### src/rtl/nibble_serial_tx_pkg.sv
// Shared types and line levels for the nibble serial transmitter.
// Latency: n/a (types and constants only).
// Backpressure: n/a.
package nibble_tx_pkg;

    typedef enum logic [1:0] {
        IDLE  = 2'd0,
        START = 2'd1,
        DATA  = 2'd2,
        STOP  = 2'd3
    } tx_state_t;

    // Serial line levels for the framing bits.
    localparam logic START_LVL = 1'b0;
    localparam logic STOP_LVL  = 1'b1;

endpackage

### src/rtl/nibble_serial_tx_baud_tick_gen.sv
// Bit-period timer: pulses tick on the last clk of every CLKS_PER_BIT-cycle bit period.
// Latency: tick is combinational from the count; the first tick comes CLKS_PER_BIT cycles after en rises.
// Backpressure: none; en=0 holds the count at 0.
// Ports: clk, reset (sync, active-high), en (run/clear), tick (one-cycle pulse).
module baud_tick_gen #(
    parameter int CLKS_PER_BIT = 10416
) (
    input  logic clk,
    input  logic reset,
    input  logic en,
    output logic tick
);

    localparam int CW = (CLKS_PER_BIT > 1) ? $clog2(CLKS_PER_BIT) : 1;
    localparam logic [CW-1:0] LAST = CW'(CLKS_PER_BIT - 1);

    logic [CW-1:0] cnt;

    assign tick = en && (cnt == LAST);

    always_ff @(posedge clk) begin
        if (reset || !en) begin
            cnt <= '0;
        end else if (cnt == LAST) begin
            cnt <= '0;
        end else begin
            cnt <= cnt + CW'(1);
        end
    end

endmodule

### src/rtl/nibble_serial_tx.sv
// Parallel-in/serial-out transmitter: start bit, DATA_W data bits LSB-first, stop bit.
// Latency: load accepted at edge N drives the start bit from cycle N+1; frame is (DATA_W+2)*CLKS_PER_BIT cycles.
// Backpressure: ready=0 while a frame is in flight; loads seen then are dropped, never queued.
// Ports: clk, reset (sync, active-high), din/load (parallel request), ready, tx (serial line), done (end-of-frame pulse).
module nibble_serial_tx
    import nibble_tx_pkg::*;
#(
    parameter int DATA_W       = 4,
    parameter int CLKS_PER_BIT = 10416
) (
    input  logic              clk,
    input  logic              reset,
    input  logic [DATA_W-1:0] din,
    input  logic              load,
    output logic              ready,
    output logic              tx,
    output logic              done
);

    localparam int BW = $clog2(DATA_W + 1);
    localparam logic [BW-1:0] LAST_BIT = BW'(DATA_W - 1);

    tx_state_t         state, state_nxt;
    logic [DATA_W-1:0] shift, shift_nxt;
    logic [BW-1:0]     bit_idx, bit_nxt;
    logic              tx_nxt;
    logic              tick;

    baud_tick_gen #(
        .CLKS_PER_BIT(CLKS_PER_BIT)
    ) u_baud (
        .clk  (clk),
        .reset(reset),
        .en   (state != IDLE),
        .tick (tick)
    );

    assign ready = (state == IDLE);
    assign done  = (state == STOP) && tick;

    always_comb begin
        state_nxt = state;
        shift_nxt = shift;
        bit_nxt   = bit_idx;
        case (state)
            IDLE: begin
                if (load) begin
                    shift_nxt = din;
                    bit_nxt   = '0;
                    state_nxt = START;
                end
            end
            START: begin
                if (tick) begin
                    state_nxt = DATA;
                    bit_nxt   = '0;
                end
            end
            DATA: begin
                if (tick) begin
                    shift_nxt = shift >> 1;
                    if (bit_idx == LAST_BIT) begin
                        state_nxt = STOP;
                        bit_nxt   = '0;
                    end else begin
                        bit_nxt = bit_idx + BW'(1);
                    end
                end
            end
            STOP: begin
                if (tick) begin
                    state_nxt = IDLE;
                end
            end
            default: state_nxt = IDLE;
        endcase

        // tx is registered from the level of the state being entered, so the
        // line changes exactly at the bit boundary with no combinational path.
        tx_nxt = STOP_LVL;
        case (state_nxt)
            START:   tx_nxt = START_LVL;
            DATA:    tx_nxt = shift_nxt[0];
            default: tx_nxt = STOP_LVL;
        endcase
    end

    always_ff @(posedge clk) begin
        if (reset) begin
            state   <= IDLE;
            shift   <= '0;
            bit_idx <= '0;
            tx      <= STOP_LVL;
        end else begin
            state   <= state_nxt;
            shift   <= shift_nxt;
            bit_idx <= bit_nxt;
            tx      <= tx_nxt;
        end
    end

endmodule

### config.mk
export PLATFORM = sky130hd
export DESIGN_NAME = nibble_serial_tx
export DESIGN_NICKNAME = d
export VERILOG_FILES = /design/src/rtl/nibble_serial_tx_pkg.sv /design/src/rtl/nibble_serial_tx_baud_tick_gen.sv /design/src/rtl/nibble_serial_tx.sv
export SDC_FILE = /design/constraint.sdc
export NUM_CORES = 1
export LEC_CHECK = 0
export CAP_MARGIN = 20
export CORE_ASPECT_RATIO = 0.75
export CORE_UTILIZATION = 55
export DETAILED_ROUTE_END_ITERATION = 16
export PLACE_DENSITY = 0.85
export SLEW_MARGIN = 20
export SYNTH_ARGS = -nofsm -noshare
export SYNTH_HDL_FRONTEND = slang
export SYNTH_SLANG_ARGS = --single-unit
### constraint.sdc
create_clock -name clk -period 5.9 [get_ports clk]
set_clock_uncertainty 0.15 [all_clocks]
set_input_delay 1.18 -clock clk [delete_from_list [all_inputs] [get_ports clk]]
set_output_delay 1.18 -clock clk [all_outputs]
set_load 0.02 [all_outputs]
==> results of run 1 <==
==> state kept, by name (all words and copies together), names as in the netlist <==
signal	flops
state	2
shift	4
bit_idx	3
tx	1
u_baud.cnt	14
==> cell families (layout without fill, tap and decap cells) <==
| kind of cell | after synthesis | in the layout | synth area share (%) |
|---|---|---|---|
| fa+ha+maj | 2 | 2 | 2.01 |
| simple gates | 66 | 66 | 34.0 |
| xor+xnor | 11 | 11 | 7.73 |
| compound gates | 13 | 13 | 7.13 |
| flops | 24 | 24 | 38.6 |
| mux | 3 | 3 | 2.61 |
| buf+inv | 15 | 19 | 7.93 |
==> per-stage QoR <==
| stage | cells | worst slack (ns) | hold slack [ns] | cell area [um^2] |
|---|---|---|---|---|
| floorplan | 134 | 3.22 | 0.265 | 1250 |
| global placement | 158 | 2.67 | 0.273 | 1290 |
| detailed placement | 158 | 2.65 | 0.305 | 1290 |
| CTS | 162 | 2.46 | 0.324 | 1330 |
| global route | 162 | 2.36 | 0.339 | 1330 |
| finish | 162 | 2.46 | 0.314 | 1330 |
==> layout make-up <==
cell class / instances / share of cell area (%)
Clock buffer: 4 / 2.74
Inverter: 6 / 1.70
Multi-Input combinational cell: 95 / 50.3
Sequential cell: 24 / 36.2
Tap cell: 24 / 2.26
Timing Repair Buffer: 9 / 6.79
==> synthesized netlist by cell type (all sizes together) (3+ instances only) <==
cell type  count
nand4          3
nor3           6
xor2           8
buf            8
and4           4
nand2         13
xnor2          3
a21oi          4
nand3          9
nor2          16
inv            6
dfxtp         24
and3           3
==> worst reg2reg max path, delay by kind of cell (launching register included) <==
kind	cells	cell delay [ns]
adder cells (fa/ha/maj)	1	0.23
flip-flops	1	0.42
AND/OR/NAND/NOR	4	1.47
==> path summary, 6_finish.rpt <==
kind	startpoint	to	slack (ns)	cells after the start
worst min-delay path	bit_idx[2]	bit_idx[2]	0.31	2
worst max register to register	u_baud.cnt[0]	u_baud.cnt[3]	3.48	5
worst min register to register	bit_idx[2]	bit_idx[2]	0.31	2
worst max-delay path	u_baud.cnt[0]	done	2.46	5
==> power by group <==
| part | leakage [nW] | total, mW | internal [mW] | switching [mW] |
|---|---|---|---|---|
| Sequential | 0.195 | 0.168 | 0.165 | 0.00291 |
| Clock | 0.0210 | 0.0842 | 0.0377 | 0.0465 |
| Combinational | 0.220 | 0.0209 | 0.00967 | 0.0112 |
| Total | 0.435 | 0.273 | 0.213 | 0.0606 |
==> metal layers <==
layer	vias up	track usage (%)	share of wire, %
li1	472	-	-
met4	0	7.80	1.9
met1	463	24.2	45
met3	6	6.71	2.8
met2	13	34.6	50
met5	-	0	0
==> flow_metrics.env, run 1 <==
export IMPL_hold_viol_final=0
export IMPL_worstPathArrival_ns=2.11
export IMPL_cts_htree_levels=1
export IMPL_initial_core_util_pct=60.3
export IMPL_worst_pin_slew_ns=1.01
export IMPL_worst_path_max_fanout=6
export IMPL_drtIter0Drc=14
export IMPL_dieArea_um2=2460
export IMPL_fp_dieW_um=57.0
export IMPL_final_layout_size_suffix_gt1_share_pct=13.0
export IMPL_cpPeakStageDelay_ns=0.63
export IMPL_power_leakage_nw=0.435
export IMPL_finalWirelength_um=2240
export IMPL_relSlewSlack_pct=32.6
export IMPL_core_area_um2=2070
export IMPL_syn_area_um2=1250
export IMPL_synth_fp_nets=143
export IMPL_ios=10
export IMPL_firstDrtPassIters=4
export IMPL_grt_pass1_vias=895
export IMPL_wl_per_cell_um=13.8
export IMPL_overflow=0
export IMPL_cp_cell_sequence="ha_1, and4_4, nand3_1, nor3_1, clkdlybuf4s50_1"
export IMPL_finalNetCount=148
export IMPL_grt_pass1_wl_um=3810
export IMPL_yosys_cell_types_count=39
export IMPL_slowest_stage="clkdlybuf4s50_1"
export IMPL_synth_top_cell_area_share_pct=38.6
export IMPL_avgSynthCellArea_um2=9.30
export IMPL_slew_viol_final=0
export IMPL_worstSetupStartpointType="flip-flop"
export IMPL_grt_usage_pct=20.5
export IMPL_ys_warn_count=0
export IMPL_grt_max_degree=15
export IMPL_synthTopCellsByArea="dfxtp_1, nor2_4, xor2_1"
export IMPL_vias_per_cell=5.89
export IMPL_cts_hold_buf=0
export IMPL_synth_seq_area_share_pct=38.6
export IMPL_synth_edff_count=0
export IMPL_fmax_ghz=0.291
export IMPL_cts_tree="built"
export IMPL_post_route_util_pct=64.2
export IMPL_multi_input_area_um2=667
export IMPL_rsz0062_at_grt="no"
export IMPL_antenna_cells=0
export IMPL_ir_drop_uv=170
export IMPL_max_clock_path_buffers=2
export IMPL_rows=14
export IMPL_synthFlopType="dfxtp_1"
export IMPL_cts_sinks=24
export IMPL_status="finished clean"
export IMPL_final_cell_mix="dfxtp_1, nand2_1, nand3_1, clkdlybuf4s50_1"
export IMPL_ys_ff_latch=24
export IMPL_cts_resized=0
export IMPL_crit_type="flip-flop to output port"
export IMPL_power_uw=273
export IMPL_finalCriticalPeriod_ns=3.44
export IMPL_clkTransAtPathRegs_ns=0.12
export IMPL_fillCellCount=171
export IMPL_dpl_hpwl_um=1730
export IMPL_clock_latency_ns=0.31
export IMPL_port_buffers=9
export IMPL_setup_tns_ns=0
export IMPL_setup_violations=0
export IMPL_drc=0
export IMPL_route_vias_total=954
export IMPL_yosysTopAreaCell="dfxtp_1"
export IMPL_cts_setup_buffers=0
export IMPL_power_density_nw_per_um2=206
export IMPL_antenna_found_initial=0
export IMPL_async_flop_share_pct=0
export IMPL_die_y_um=43.2
export IMPL_crit_required_ns=4.57
export IMPL_gp_congestion=0.794
export IMPL_cts_root_buf="clkbuf_4"
export IMPL_seq_area_um2=480
export IMPL_synth_cells=134
export IMPL_layout_commonest_cell="dfxtp_1"
export IMPL_area_growth_pct=6.43
export IMPL_worstHoldPathType="flip-flop to flip-flop"
export IMPL_max_cap_violations=0
export IMPL_cts_buffers=3
export IMPL_fin_crit_sh_pct=58.2
export IMPL_critPathBufInv=1
export IMPL_end_kind="output port"
export IMPL_drtAntennaViolNets=0
export IMPL_critical_path_top_delay_family="buffers and inverters"
No activity file was read; power rests on OpenSTA's default activity.
==> inputs of run 2 (changes only) <==
==> constraint.sdc (replaced) <==
create_clock -name clk -period 3.3 [get_ports clk]
set_clock_uncertainty 0.15 [all_clocks]
set_input_delay 0.66 -clock clk [delete_from_list [all_inputs] [get_ports clk]]
set_output_delay 0.66 -clock clk [all_outputs]
set_load 0.02 [all_outputs]
==> flow_metrics.env, run 2 (same netlist as run 1, synthesis figures left out) <==
export IMPL_grt_max_degree=15
export IMPL_drtIter0Drc=27
export IMPL_crit_required_ns=2.49
export IMPL_port_buffers=9
export IMPL_relSlewSlack_pct=33.2
export IMPL_cts_buffers=3
export IMPL_dpl_hpwl_um=1660
export IMPL_top_register="u_baud.cnt"
export IMPL_worstPathArrival_ns=2.11
export IMPL_finalNetCount=149
export IMPL_power_leakage_nw=0.440
export IMPL_finalCriticalPeriod_ns=2.92
export IMPL_rrSetupSlack_ns=0.94
export IMPL_fp_dieW_um=57.0
export IMPL_cp_cell_sequence="ha_1, and4_4, nand3_1, nor3_1, clkdlybuf4s50_1"
export IMPL_cts_resized=0
export IMPL_end_kind="output port"
export IMPL_grt_pass1_vias=921
export IMPL_startpoint="u_baud.cnt[0]"
export IMPL_seq_power_share_pct=60.7
export IMPL_slowest_stage="clkdlybuf4s50_1"
export IMPL_setup_ws_ns=0.384
export IMPL_drc=0
export IMPL_cts_htree_levels=1
export IMPL_clkTransAtPathRegs_ns=0.13
export IMPL_ir_drop_uv=251
export IMPL_fmax_ghz=0.343
export IMPL_share_comb_of_total_power_pct=7.8
export IMPL_cpPeakStageDelay_ns=0.63
export IMPL_cts_root_buf="clkbuf_4"
export IMPL_core_area_um2=2070
export IMPL_max_cap_violations=0
export IMPL_area_growth_pct=7.03
export IMPL_status="finished clean"
export IMPL_overflow=0
export IMPL_post_route_cell_area_um2=1330
export IMPL_grt_usage_pct=20.2
export IMPL_p_int_uw=381
export IMPL_crit_end="done"
export IMPL_fillCellCount=180
export IMPL_largest_reg_flops=14
export IMPL_finalWirelength_um=2230
export IMPL_power_switching_uw=114
export IMPL_cts_tree="built"
export IMPL_firstDrtPassIters=4
export IMPL_die_y_um=43.2
export IMPL_slew_viol_final=0
export IMPL_gp_congestion=0.795
export IMPL_wl_per_cell_um=13.7
export IMPL_antenna_cells=0
export IMPL_rows=14
export IMPL_clock_latency_ns=0.32
export IMPL_antenna_found_initial=0
export IMPL_max_clock_path_buffers=2
export IMPL_layout_commonest_cell="dfxtp_1"
export IMPL_worstHoldPathType="flip-flop to flip-flop"
export IMPL_rr_startpoint="u_baud.cnt[0]"
export IMPL_dpl_worst_slack_ns=0.548
export IMPL_worst_path_max_fanout=6
export IMPL_route_vias_total=950
export IMPL_final_cell_mix="dfxtp_1, nand2_1, nand3_1, clkdlybuf4s50_1"
export IMPL_cts_setup_buffers=0
export IMPL_fin_crit_sh_pct=88.4
export IMPL_grt_pass1_wl_um=3820
export IMPL_seq_area_um2=480
export IMPL_swShare_pct=23.1
export IMPL_initial_core_util_pct=60.3
export IMPL_reg2reg_to="u_baud.cnt[3]"
export IMPL_ios=10
export IMPL_cts_sinks=24
export IMPL_worstSetupStartpointType="flip-flop"
export IMPL_place_area_um2=1300
export IMPL_rsz0062_at_grt="no"
export IMPL_worst_pin_slew_ns=1.00
export IMPL_final_layout_size_suffix_gt1_share_pct=13.7
export IMPL_crit_type="flip-flop to output port"
export IMPL_power_density_nw_per_um2=371
export IMPL_clockPowerShare_pct=31.6
export IMPL_vias_per_cell=5.83
export IMPL_setup_tns_ns=0
export IMPL_drtAntennaViolNets=0
export IMPL_hold_depth=2
export IMPL_hold_viol_final=0
export IMPL_reg_top3="u_baud.cnt (14), shift (4), bit_idx (3)"
export IMPL_dieArea_um2=2460
export IMPL_setup_violations=0
export IMPL_cts_hold_buf=0
export IMPL_reg2reg_depth=5
export IMPL_power_uw=495
export IMPL_multi_input_area_um2=667
## run 2: how the worst min path moves through the flow
stage	from	to	slack (ns)
after global placement	bit_idx[2]	bit_idx[2]	0.27
after detailed placement	u_baud.cnt[0]	u_baud.cnt[0]	0.31
after CTS	bit_idx[2]	bit_idx[2]	0.33
after floorplan	bit_idx[2]	bit_idx[2]	0.27
final	shift[2]	shift[1]	0.33
after global routing	bit_idx[2]	bit_idx[2]	0.34
## run 2: metal layers
metal  global-route usage (%)  vias to the layer above  share of wire [%]
met2                     34.8                       21                 47
met3                     5.49                        4                4.6
met5                        0                        -                  0
met4                     5.85                        0               0.94
li1                         -                      472                  -
met1                     24.8                      453                 48
## run 2: through the flow
step | hold WS (ns) | util, % | cells
floorplan | 0.265 | - | 134
global placement | 0.273 | 62.8 | 159
detailed placement | 0.308 | 62.8 | 159
CTS | 0.330 | 64.5 | 163
global route | 0.341 | 64.5 | 163
finish | 0.326 | 64.5 | 163
## run 2: power by group through the flow
stage	Combinational, mW	Clock, mW	Sequential (mW)
floorplan	0.0281	0	0.305
CTS	0.0384	0.159	0.300
global route	0.0418	0.170	0.301
global placement	0.0372	0	0.306
finish	0.0385	0.156	0.300
detailed placement	0.0382	0	0.307
## run 2: critical path: cells and delay by family (launching register included)
kind | cells | cell delay [ns]
buffers and inverters | 1 | 0.63
adder cells (fa/ha/maj) | 1 | 0.23
AND/OR/NAND/NOR | 3 | 0.53
flip-flops | 1 | 0.41
## run 2: layout make-up
type | instances | share of cell area (%)
inverter | 6 | 1.69
timing repair buffer | 10 | 7.32
clock buffer | 4 | 2.72
sequential | 24 | 36.0
tap | 24 | 2.25
multi-input combinational | 95 | 50.0
==> inputs of run 3 (changes only) <==
--- a/config.mk
+++ b/config.mk
@@ -9,8 +9,10 @@
 export CORE_ASPECT_RATIO = 0.75
 export CORE_UTILIZATION = 55
 export DETAILED_ROUTE_END_ITERATION = 16
+export HOLD_SLACK_MARGIN = 0.03
 export PLACE_DENSITY = 0.85
 export SLEW_MARGIN = 20
 export SYNTH_ARGS = -nofsm -noshare
 export SYNTH_HDL_FRONTEND = slang
 export SYNTH_SLANG_ARGS = --single-unit
+export TNS_END_PERCENT = 30
==> results of run 3 <==
Final layout, timing and power as in run 2 (identical DEF).
